$ cat src/rtl/pipelined_cla_adder.sv
// Pipelined carry-lookahead adder/subtractor with valid/ready flow control.
// Each stage adds one SEG-bit segment and hands the finished low bits, the
// remaining upper operand bits and its carry-out to the next stage.
module pipelined_cla_adder #(
   parameter int WIDTH  = 32,
   parameter int STAGES = 2
) (
   input  logic             iClk,
   input  logic             iRstN,
   input  logic             iValid,
   output logic             oReady,
   input  logic [WIDTH-1:0] iA,
   input  logic [WIDTH-1:0] iB,
   input  logic             iSub,
   input  logic             iC,
   output logic             oValid,
   input  logic             iReady,
   output logic [WIDTH-1:0] oS,
   output logic             oC,
   output logic             oV
);

   localparam int SEG = WIDTH / STAGES;
   localparam int NG  = SEG / 4;

   if ((STAGES < 1) || (STAGES > 8) || ((WIDTH % (4 * STAGES)) != 0)) begin : g_param_check
      $error("pipelined_cla_adder: STAGES must be 1..8 and WIDTH a multiple of 4*STAGES");
   end

   // One segment: 4-bit group lookahead, then a lookahead tier over up to
   // four groups; successive blocks of four groups chain their carries.
   function automatic logic [SEG:0] seg_add(input logic [SEG-1:0] a,
                                            input logic [SEG-1:0] b,
                                            input logic           cin);
      logic [SEG-1:0] g, p, c;
      logic [NG-1:0]  gg, gp;
      logic [NG:0]    gc;
      logic           t, u, ci;
      g  = a & b;
      p  = a | b;
      c  = '0;
      gc = '0;
      for (int i = 0; i < NG; i++) begin
         gg[i] = g[4*i+3] | (p[4*i+3] & g[4*i+2]) | (p[4*i+3] & p[4*i+2] & g[4*i+1])
               | (p[4*i+3] & p[4*i+2] & p[4*i+1] & g[4*i]);
         gp[i] = &p[4*i +: 4];
      end
      gc[0] = cin;
      for (int blk = 0; blk < NG; blk += 4) begin
         for (int j = 1; j <= 4; j++) begin
            if (blk + j <= NG) begin
               t = gc[blk];
               for (int m = blk; m < blk + j; m++) t = t & gp[m];
               for (int m = blk; m < blk + j; m++) begin
                  u = gg[m];
                  for (int n = m + 1; n < blk + j; n++) u = u & gp[n];
                  t = t | u;
               end
               gc[blk + j] = t;
            end
         end
      end
      for (int i = 0; i < NG; i++) begin
         ci         = gc[i];
         c[4*i]     = ci;
         c[4*i+1]   = g[4*i] | (p[4*i] & ci);
         c[4*i+2]   = g[4*i+1] | (p[4*i+1] & g[4*i]) | (p[4*i+1] & p[4*i] & ci);
         c[4*i+3]   = g[4*i+2] | (p[4*i+2] & g[4*i+1]) | (p[4*i+2] & p[4*i+1] & g[4*i])
                    | (p[4*i+2] & p[4*i+1] & p[4*i] & ci);
      end
      return {gc[NG], a ^ b ^ c};
   endfunction

   for (genvar k = 0; k < STAGES; k++) begin : g_stage
      localparam int IW = WIDTH - k * SEG;
      localparam int SW = (k + 1) * SEG;

      logic [IW-1:0]  a_in, b_in;
      logic           c_in, v_in, adv;
      logic [SEG:0]   seg_r;
      logic [SW-1:0]  s_next, s_q;
      logic           c_q, v_q;

      if (k == 0) begin : g_head
         assign a_in   = iA;
         assign b_in   = iB ^ {WIDTH{iSub}};
         assign c_in   = iC;
         assign v_in   = iValid;
         assign s_next = seg_r[SEG-1:0];
      end else begin : g_body
         assign a_in   = g_stage[k-1].g_fwd.a_q;
         assign b_in   = g_stage[k-1].g_fwd.b_q;
         assign c_in   = g_stage[k-1].c_q;
         assign v_in   = g_stage[k-1].v_q;
         assign s_next = {seg_r[SEG-1:0], g_stage[k-1].s_q};
      end

      assign seg_r = seg_add(a_in[SEG-1:0], b_in[SEG-1:0], c_in);

      always_ff @(posedge iClk) begin
         if (!iRstN) begin
            v_q <= 1'b0;
            s_q <= '0;
            c_q <= 1'b0;
         end else if (adv) begin
            v_q <= v_in;
            if (v_in) begin
               s_q <= s_next;
               c_q <= seg_r[SEG];
            end
         end
      end

      if (k == STAGES - 1) begin : g_last
         logic ov_q;
         assign adv = !v_q || iReady;
         // Only the operand MSBs matter here, so overflow is resolved now.
         always_ff @(posedge iClk) begin
            if (!iRstN) begin
               ov_q <= 1'b0;
            end else if (adv && v_in) begin
               ov_q <= (a_in[SEG-1] == b_in[SEG-1]) && (seg_r[SEG-1] != a_in[SEG-1]);
            end
         end
      end else begin : g_fwd
         logic [IW-SEG-1:0] a_q, b_q;
         assign adv = !v_q || g_stage[k+1].adv;
         always_ff @(posedge iClk) begin
            if (!iRstN) begin
               a_q <= '0;
               b_q <= '0;
            end else if (adv && v_in) begin
               a_q <= a_in[IW-1:SEG];
               b_q <= b_in[IW-1:SEG];
            end
         end
      end
   end

   assign oReady = iRstN && g_stage[0].adv;
   assign oValid = g_stage[STAGES-1].v_q;
   assign oS     = g_stage[STAGES-1].s_q;
   assign oC     = g_stage[STAGES-1].c_q;
   assign oV     = g_stage[STAGES-1].g_last.ov_q;

endmodule

$ cat config.mk
export PLATFORM = sky130hd
export DESIGN_NAME = pipelined_cla_adder
export DESIGN_NICKNAME = d
export VERILOG_FILES = /design/src/rtl/pipelined_cla_adder.sv
export SDC_FILE = /design/constraint.sdc
export NUM_CORES = 1
export LEC_CHECK = 0
export ABC_AREA = 1
export ABC_CLOCK_PERIOD_IN_PS = 2800
export CORE_ASPECT_RATIO = 0.75
export CORE_UTILIZATION = 47
export DETAILED_ROUTE_END_ITERATION = 8
export PLACE_DENSITY = 0.77
export SYNTH_ARGS = -nofsm -noshare
export SYNTH_HDL_FRONTEND = slang
export SYNTH_SLANG_ARGS = --single-unit
$ cat constraint.sdc
create_clock -name iClk -period 2.8 [get_ports iClk]
set_input_delay 0.56 -clock iClk [delete_from_list [all_inputs] [get_ports iClk]]
set_output_delay 0.56 -clock iClk [all_outputs]
set_load 0.02 [all_outputs]
==> results of run 1 <==
-- sequential cells by signal, indices dropped and copies added, names as in the netlist --
| name | flops |
|---|---|
| oS | 32 |
| g_stage.g_fwd.a_q | 16 |
| g_stage.g_fwd.b_q | 16 |
| g_stage.s_q | 16 |
| g_stage.c_q | 1 |
| g_stage.v_q | 1 |
| oC | 1 |
| oV | 1 |
| oValid | 1 |
-- critical path, cell delays in order --
cell and delay (ns):
clkdlybuf4s50_1 0.47, xor2_1 0.19, inv_1 0.07, ha_1 0.20, inv_2 0.08, nand2_2 0.08
nor3_4 0.24, nand3_1 0.11, nand4_1 0.11, inv_1 0.07, fa_1 0.40, xor2_1 0.15
a211oi_1 0.21
-- metrics by stage --
stage / utilization (%) / power, mW / setup TNS, ns / instances / hold WS [ns]
finish: 63.3 / 3.54 / 0 / 962 / 0.455
global route: 63.3 / 3.74 / -0.00113 / 962 / 0.480
CTS: 63.0 / 3.56 / 0 / 961 / 0.460
detailed placement: 60.2 / 2.33 / -0.441 / 945 / 0.449
global placement: 60.2 / 2.29 / -0.194 / 945 / 0.440
floorplan: - / 1.96 / 0 / 709 / 0.430
-- path summary, 6_finish.rpt --
kind	start	to	slack [ns]	depth (start not counted)
worst max-delay path	iB[10]	g_stage[0].s_q[13]	0.11	13
worst min register to register	g_stage[0].s_q[2]	oS[2]	0.46	2
worst min-delay path	g_stage[0].s_q[2]	oS[2]	0.46	2
worst max register to register	g_stage[0].g_fwd.a_q[1]	oS[24]	0.74	12
-- cell type report --
type                       instances  area [um2]
clock buffer                      10         239
fill                             963        4030
timing repair buffer             126        1240
multi-input combinational        467        3050
tap                              140         175
inverter                         128         480
sequential                        85        1700
clock inverter                     6        70.1
-- cell usage in the layout (no fill, tap or decap), types with 2 or more instances in the layout --
cell	count
buf_2	2
nor3_1	4
o21ai_0	74
nor2_2	5
clkbuf_16	9
clkdlybuf4s50_1	103
buf_4	18
nand4_1	3
inv_2	5
a211oi_1	2
inv_6	2
buf_12	3
nand2_1	56
nand2_2	8
nor2_1	86
dfxtp_1	85
ha_1	65
a21o_1	2
clkinv_4	2
a21oi_2	2
xor2_1	27
xnor2_1	17
fa_1	8
a21oi_1	65
nand3_1	28
inv_1	123
a31oi_1	3
-- cells by family after synthesis --
group / Yosys count / synth area share, %
fa+ha+maj: 73 / 18.3
xor+xnor: 45 / 7.40
simple gates: 197 / 16.1
compound gates: 152 / 15.0
buf+inv: 157 / 11.3
flops: 85 / 31.9
-- synthesized netlist by cell type, drive strengths merged --
cell type | number | area [um2]
nor2b | 1 | 13.8
nand2 | 64 | 255
buf | 12 | 58.8
nor3 | 5 | 30.0
nor2 | 92 | 360
nand4 | 4 | 31.3
dfxtp | 85 | 1700
xnor2 | 17 | 149
a211oi | 2 | 15.0
xor2 | 28 | 245
a21o | 2 | 15.0
o21bai | 1 | 7.51
ha | 65 | 813
nand3b | 1 | 7.51
a21oi | 68 | 359
a31oi | 3 | 18.8
or2 | 1 | 8.76
fa | 8 | 160
a221oi | 1 | 8.76
nand3 | 29 | 150
o21ai | 75 | 375
inv | 128 | 480
clkbuf | 17 | 63.8
-- power by group through the flow --
stage / clock (mW) / combinational [mW] / sequential [mW]
2_1_floorplan: 0 / 0.532 / 1.43
3_3_place_gp: 0 / 0.899 / 1.39
3_5_place_dp: 0 / 0.930 / 1.40
4_1_cts: 1.25 / 0.936 / 1.37
5_1_grt: 1.31 / 1.05 / 1.38
6_report: 1.22 / 0.942 / 1.37
-- routing by layer --
layer	wire length, um	track usage [%]
met3	641	4.38
met2	5810	37.0
met4	199	7.62
met5	0	0
met1	5700	26.7
-- timing repair --
item                       4_1_cts  5_1_grt
setup endpoints to repair        0        1
setup buffers                    0        1
gates resized for setup          0        6
==> results by group, run 1 <==
Outcome
  – Outcome: complete, but fails checks
  – Failing checks: design-rule violations

GRT
  – First-pass GRT wire length: 19900 um
  – Largest net degree at the start of global routing: 71
  – GRT overflow: 0
  – Initial antenna violation count: 0
  – GR Util All Layers: 21.4%
  – Number of global-route vias before repair: 4409

STA
  – Final Max Tran Viols: 0
  – Worst setup margin: 0.111 ns
  – Slew headroom: 53.5%
  – Slew @ Worst Pin: 0.696 ns
  – Hold Fails Final Rpt: 0
  – Final period util: 96.0%
  – Setup violators final: 0
  – Max Clk Rate: 372 MHz
  – Fin crit period: 2.69 ns
  – Worst Skew: 0.00827 ns

Die
  – Die height: 94.2 um
  – FP Rows: 33
  – Initial core utilization: 48.5%
  – I/O Pins: 106
  – Core Region: 11000 um2
  – Die area: 11800 um2
  – Die Span X: 125 um

Finish
  – Ant. Diodes: 0
  – Area growth from synthesis to layout: 30.4%
  – Share of layout cells above drive strength 1: 8.15%
  – Post-route cell area: 6950 um2
  – NumNets Final: 960

Critical path
  – CP startpoint kind: primary input
  – CP Capture Type: register
  – CP Max Fanout: 3
  – Critical Path RT: 3.04 ns
  – Critical path class: primary input to register
  – CP arrival: 2.93 ns

Place
  – Dpl hpwl: 9340 um
  – DP Area: 6610 um2
  – Final RePlAce weighted congestion: 0.858
  – Port Buffers: 105
  – Worst slack, placed: -0.295 ns

Synthesis
  – Syn nets: 852
  – Register area share after synthesis: 31.9%
  – Yosys Warn Count: 0
  – Mapped cell area: 5330 um2
  – Register bit count reported by yosys: 85
  – Post-Syn Area per Cell: 7.52 um2
  – Post-Syn Instances: 709
  – Distinct cells, synth: 34

Job
  – Max Cap Viol: 0

Power
  – Peak VDD IR: 0.000305 V
  – LEAKAGE: 3.29 nW
  – Part of the power in registers: 38.8%
  – Pwr dens: 509 nW/um2
  – Sw frac: 30.1%
  – Clock power frac: 34.6%
  – Combinational power share: 26.6%
  – Int Power: 2.47 mW
  – Switch Pwr: 1.06 mW

Drt
  – Remaining DRCs: 10
  – Wire per inst: 12.8 um
  – Total Routed Length: 12300 um
  – Vias/cell: 4.88
  – Post-DRT Antenna Nets: 0
  – Drt pass-1 iters: 6
  – Vias: 4699
  – Drt first-iter violations: 243

CTS
  – CTS clk-pin slew, worst paths: 0.06 ns
  – H-tree Lvls: 3
  – CTS tree: done
  – Clock Tree Root: clkbuf_16
  – Largest buffer count on any clock path: 2
  – Clock Latency Late Sink: 0.34 ns
  – Hold_buf cts: 0
  – Clock sink total: 85
  – CTS Buf Count: 9

Min path
  – Worst Hold Class: register to register
No activity file was read; power rests on OpenSTA's default activity.
==> run 2: changes to the inputs <==
--- a/config.mk
+++ b/config.mk
@@ -6,11 +6,11 @@
 export NUM_CORES = 1
 export LEC_CHECK = 0
 export ABC_AREA = 1
-export ABC_CLOCK_PERIOD_IN_PS = 2800
+export ABC_CLOCK_PERIOD_IN_PS = 3200
 export CORE_ASPECT_RATIO = 0.75
-export CORE_UTILIZATION = 47
+export CORE_UTILIZATION = 50
 export DETAILED_ROUTE_END_ITERATION = 8
-export PLACE_DENSITY = 0.77
+export PLACE_DENSITY = 0.78
 export SYNTH_ARGS = -nofsm -noshare
 export SYNTH_HDL_FRONTEND = slang
 export SYNTH_SLANG_ARGS = --single-unit
==> constraint.sdc (replaced) <==
create_clock -name iClk -period 3.2 [get_ports iClk]
set_input_delay 0.64 -clock iClk [delete_from_list [all_inputs] [get_ports iClk]]
set_output_delay 0.64 -clock iClk [all_outputs]
set_load 0.02 [all_outputs]
==> run 2 against run 1 <==
  * Critical path type unchanged
  * Largest cell class unchanged
  * Routed wire length fell by 1.1%
  * The flow now finishes without violations
  * Hold slack gained 0.0062 ns
  * Final cell count shrank 1.6%
  * Register-to-register slack gained 0.40 ns
  * Core utilization is 2.4 points higher
==> results by group, run 2 (same netlist as run 1, synthesis figures left out) <==
Finish
  – Post-route cell area: 6780 um2 (-2.4%)
  – Most frequent cells in the layout: inv_1, clkdlybuf4s50_1, nor2_1
  – Number of flip-flops under the largest register name: 32 (unchanged)
  – NumNets Final: 949 (-1.1%)
  – Post-layout util: 65.7% (+2.4 points)
  – Commonest non-fill, non-tap cell in the layout: inv_1
  – Area growth from synthesis to layout: 27.3%
  – Ant. Diodes: 0 (unchanged)
  – Share of layout cells above drive strength 1: 6.29% (-1.9 points)
  – Fillers: 900 (-6.5%)

STA
  – Final Max Tran Viols: 0 (unchanged)
  – Hold Fails Final Rpt: 0 (unchanged)
  – Fin crit period: 2.86 ns
  – Max Clk Rate: 350 MHz
  – Slew headroom: 59.0% (+5.4 points)
  – Unrepaired setup endpoints after global routing: false
  – Final period util: 89.2%
  – Worst setup margin: 0.345 ns (+0.234 ns)
  – Slew @ Worst Pin: 0.615 ns (-0.0812 ns)
  – Worst Skew: 0.00614 ns (-0.00213 ns)
  – Setup violators final: 0 (unchanged)

Drt
  – Total Routed Length: 12200 um (-1.1%)
  – Drt first-iter violations: 246 (+1.2%)
  – Wire per inst: 12.9 um (+0.47%)
  – Vias/cell: 4.86 (-0.51%)
  – Remaining DRCs: 0 (-10)
  – Vias: 4602 (-2.1%)
  – Drt pass-1 iters: 5 (-1)
  – Post-DRT Antenna Nets: 0 (unchanged)

CTS
  – Largest buffer count on any clock path: 2 (unchanged)
  – Post-CTS Repair Setup Buffers: 0 (unchanged)
  – Post-CTS Resized: 0 (unchanged)
  – CTS clk-pin slew, worst paths: 0.06 ns (about the same)
  – Clock sink total: 85 (unchanged)
  – Clock Latency Late Sink: 0.34 ns (about the same)
  – Hold_buf cts: 0 (unchanged)
  – Clock Tree Root: clkbuf_16
  – CTS Buf Count: 9 (unchanged)
  – CTS tree: done
  – H-tree Lvls: 3 (unchanged)

GRT
  – Number of global-route vias before repair: 4346 (-1.4%)
  – Met2 track demand over resource: 37.6% (+0.54 points)
  – GRT overflow: 0 (unchanged)
  – Largest net degree at the start of global routing: 63 (-11%)
  – First-pass GRT wire length: 20100 um (+1.4%)
  – Busiest grt layer: met2
  – Initial antenna violation count: 0 (unchanged)
  – M3 GR Usage: 5.90% (+1.5 points)
  – GR Util All Layers: 23.2% (+1.8 points)
  – Met1 usage: 31.1% (+4.4 points)

Die
  – FP Rows: 32 (-3.0%)
  – I/O Pins: 106 (unchanged)
  – Die Span X: 121 um (-3.0%)
  – Initial core utilization: 51.6% (+3.1 points)
  – Die area: 11100 um2 (-5.9%)
  – Die height: 91.4 um (-3.0%)
  – Core Region: 10300 um2 (-5.9%)

Critical path
  – CP startpoint kind: primary input
  – CP delay by family, top: simple AND/OR/NAND/NOR gates
  – Critical path buffers and inverters: 3 (-1)
  – Critical path class: primary input to register
  – CP Max Fanout: 3 (unchanged)
  – CP arrival: 3.11 ns (+0.18 ns)
  – Crit-path cells: clkdlybuf4s50_1 -> xor2_1 -> inv_1 -> ha_1 -> nor2_1 -> nand4_1 -> nor2_1 -> nand2_1 -> nand4_1 -> inv_1 -> fa_1 -> xor2_1 -> a211oi_1
  – CP Capture Type: register
  – Critical Path RT: 3.46 ns (+0.42 ns)
  – Slowest CP cell: clkdlybuf4s50_1
  – CP peak stage delay: 0.48 ns (about the same)

Power
  – Switch Pwr: 923 uW (-13%)
  – Int Power: 2.04 mW (-18%)
  – Pwr dens: 436 nW/um2 (-14%)
  – LEAKAGE: 3.20 nW (-2.6%)
  – Sw frac: 31.2% (+1.1 points)
  – Part of the power in registers: 40.6% (+1.8 points)
  – Combinational power share: 26.7% (about the same)
  – Peak VDD IR: 0.000345 V (+13%)
  – Clock power frac: 32.7% (-1.9 points)

Place
  – Dpl hpwl: 9240 um (-1.1%)
  – Port Buffers: 105 (unchanged)
  – DP Area: 6510 um2 (-1.6%)
  – Worst slack, placed: -0.0205 ns (+0.274 ns)
  – Final RePlAce weighted congestion: 0.900 (+4.9%)

Job
  – Max Cap Viol: 0 (unchanged)

Min path
  – Worst Hold Class: register to register

Outcome
  – Outcome: complete, no violations
==> run 2: changes by cell type in the layout (fill, tap and decap cells not counted), moves of 2 or more <==
cell	before	now
buf_12	3	1
clkinvlp_4	0	2
nor2_1	86	88
nor2_2	5	3
buf_4	18	9
==> run 2: stage by stage <==
stage                     TNS (ns)  instances  power, mW  hold WS (ns)
final                            0        947       2.96         0.461
after global routing             0        947       3.13         0.488
after CTS                        0        947       2.98         0.464
after detailed placement   -0.0205        931       2.01         0.454
after global placement           0        931       1.98         0.442
after floorplan                  0        709       1.72         0.430
==> run 2: per-layer routing <==
metal | share of wire, % | wire, um
met5 | 0 | 0
met4 | 0.86 | 105
met3 | 5.1 | 627
met2 | 46 | 5680
met1 | 48 | 5800
==> run 2: power groups by stage <==
stage                     sequential, mW  combinational (mW)  clock, mW
after floorplan                     1.25               0.465          0
after global placement              1.22               0.762          0
after detailed placement            1.22               0.789          0
after CTS                           1.20               0.796      0.986
after global routing                1.21               0.890       1.03
final                               1.20               0.791      0.967
==> run 2: final timing paths <==
check                          startpoint                  to  slack, ns  cells after the start
hold reg to reg         g_stage[0].s_q[5]               oS[5]       0.46                      2
setup reg to reg  g_stage[0].g_fwd.a_q[1]              oS[24]       1.14                     12
hold / removal          g_stage[0].s_q[5]               oS[5]       0.46                      2
setup / recovery                    iB[3]  g_stage[0].s_q[13]       0.34                     13
==> run 2: worst reg2reg max path: cells and delay by family, from the launching register on <==
| family | cells | cell delay [ns] |
|---|---|---|
| buf+inv | 2 | 0.15 |
| fa+ha+maj | 2 | 0.63 |
| compound gates | 1 | 0.16 |
| simple gates | 7 | 0.68 |
| flops | 1 | 0.33 |
==> run 2: layout make-up <==
class,instances,area [um2],share of cell area (%)
multi-input cells,467,3030,44.6
flip-flops and latches,85,1700,25.1
repair buffers,115,1130,16.6
inverters,128,480,7.08
clock buffers,9,225,3.32
well taps,136,170,2.51
clock inverters,7,51.3,0.756
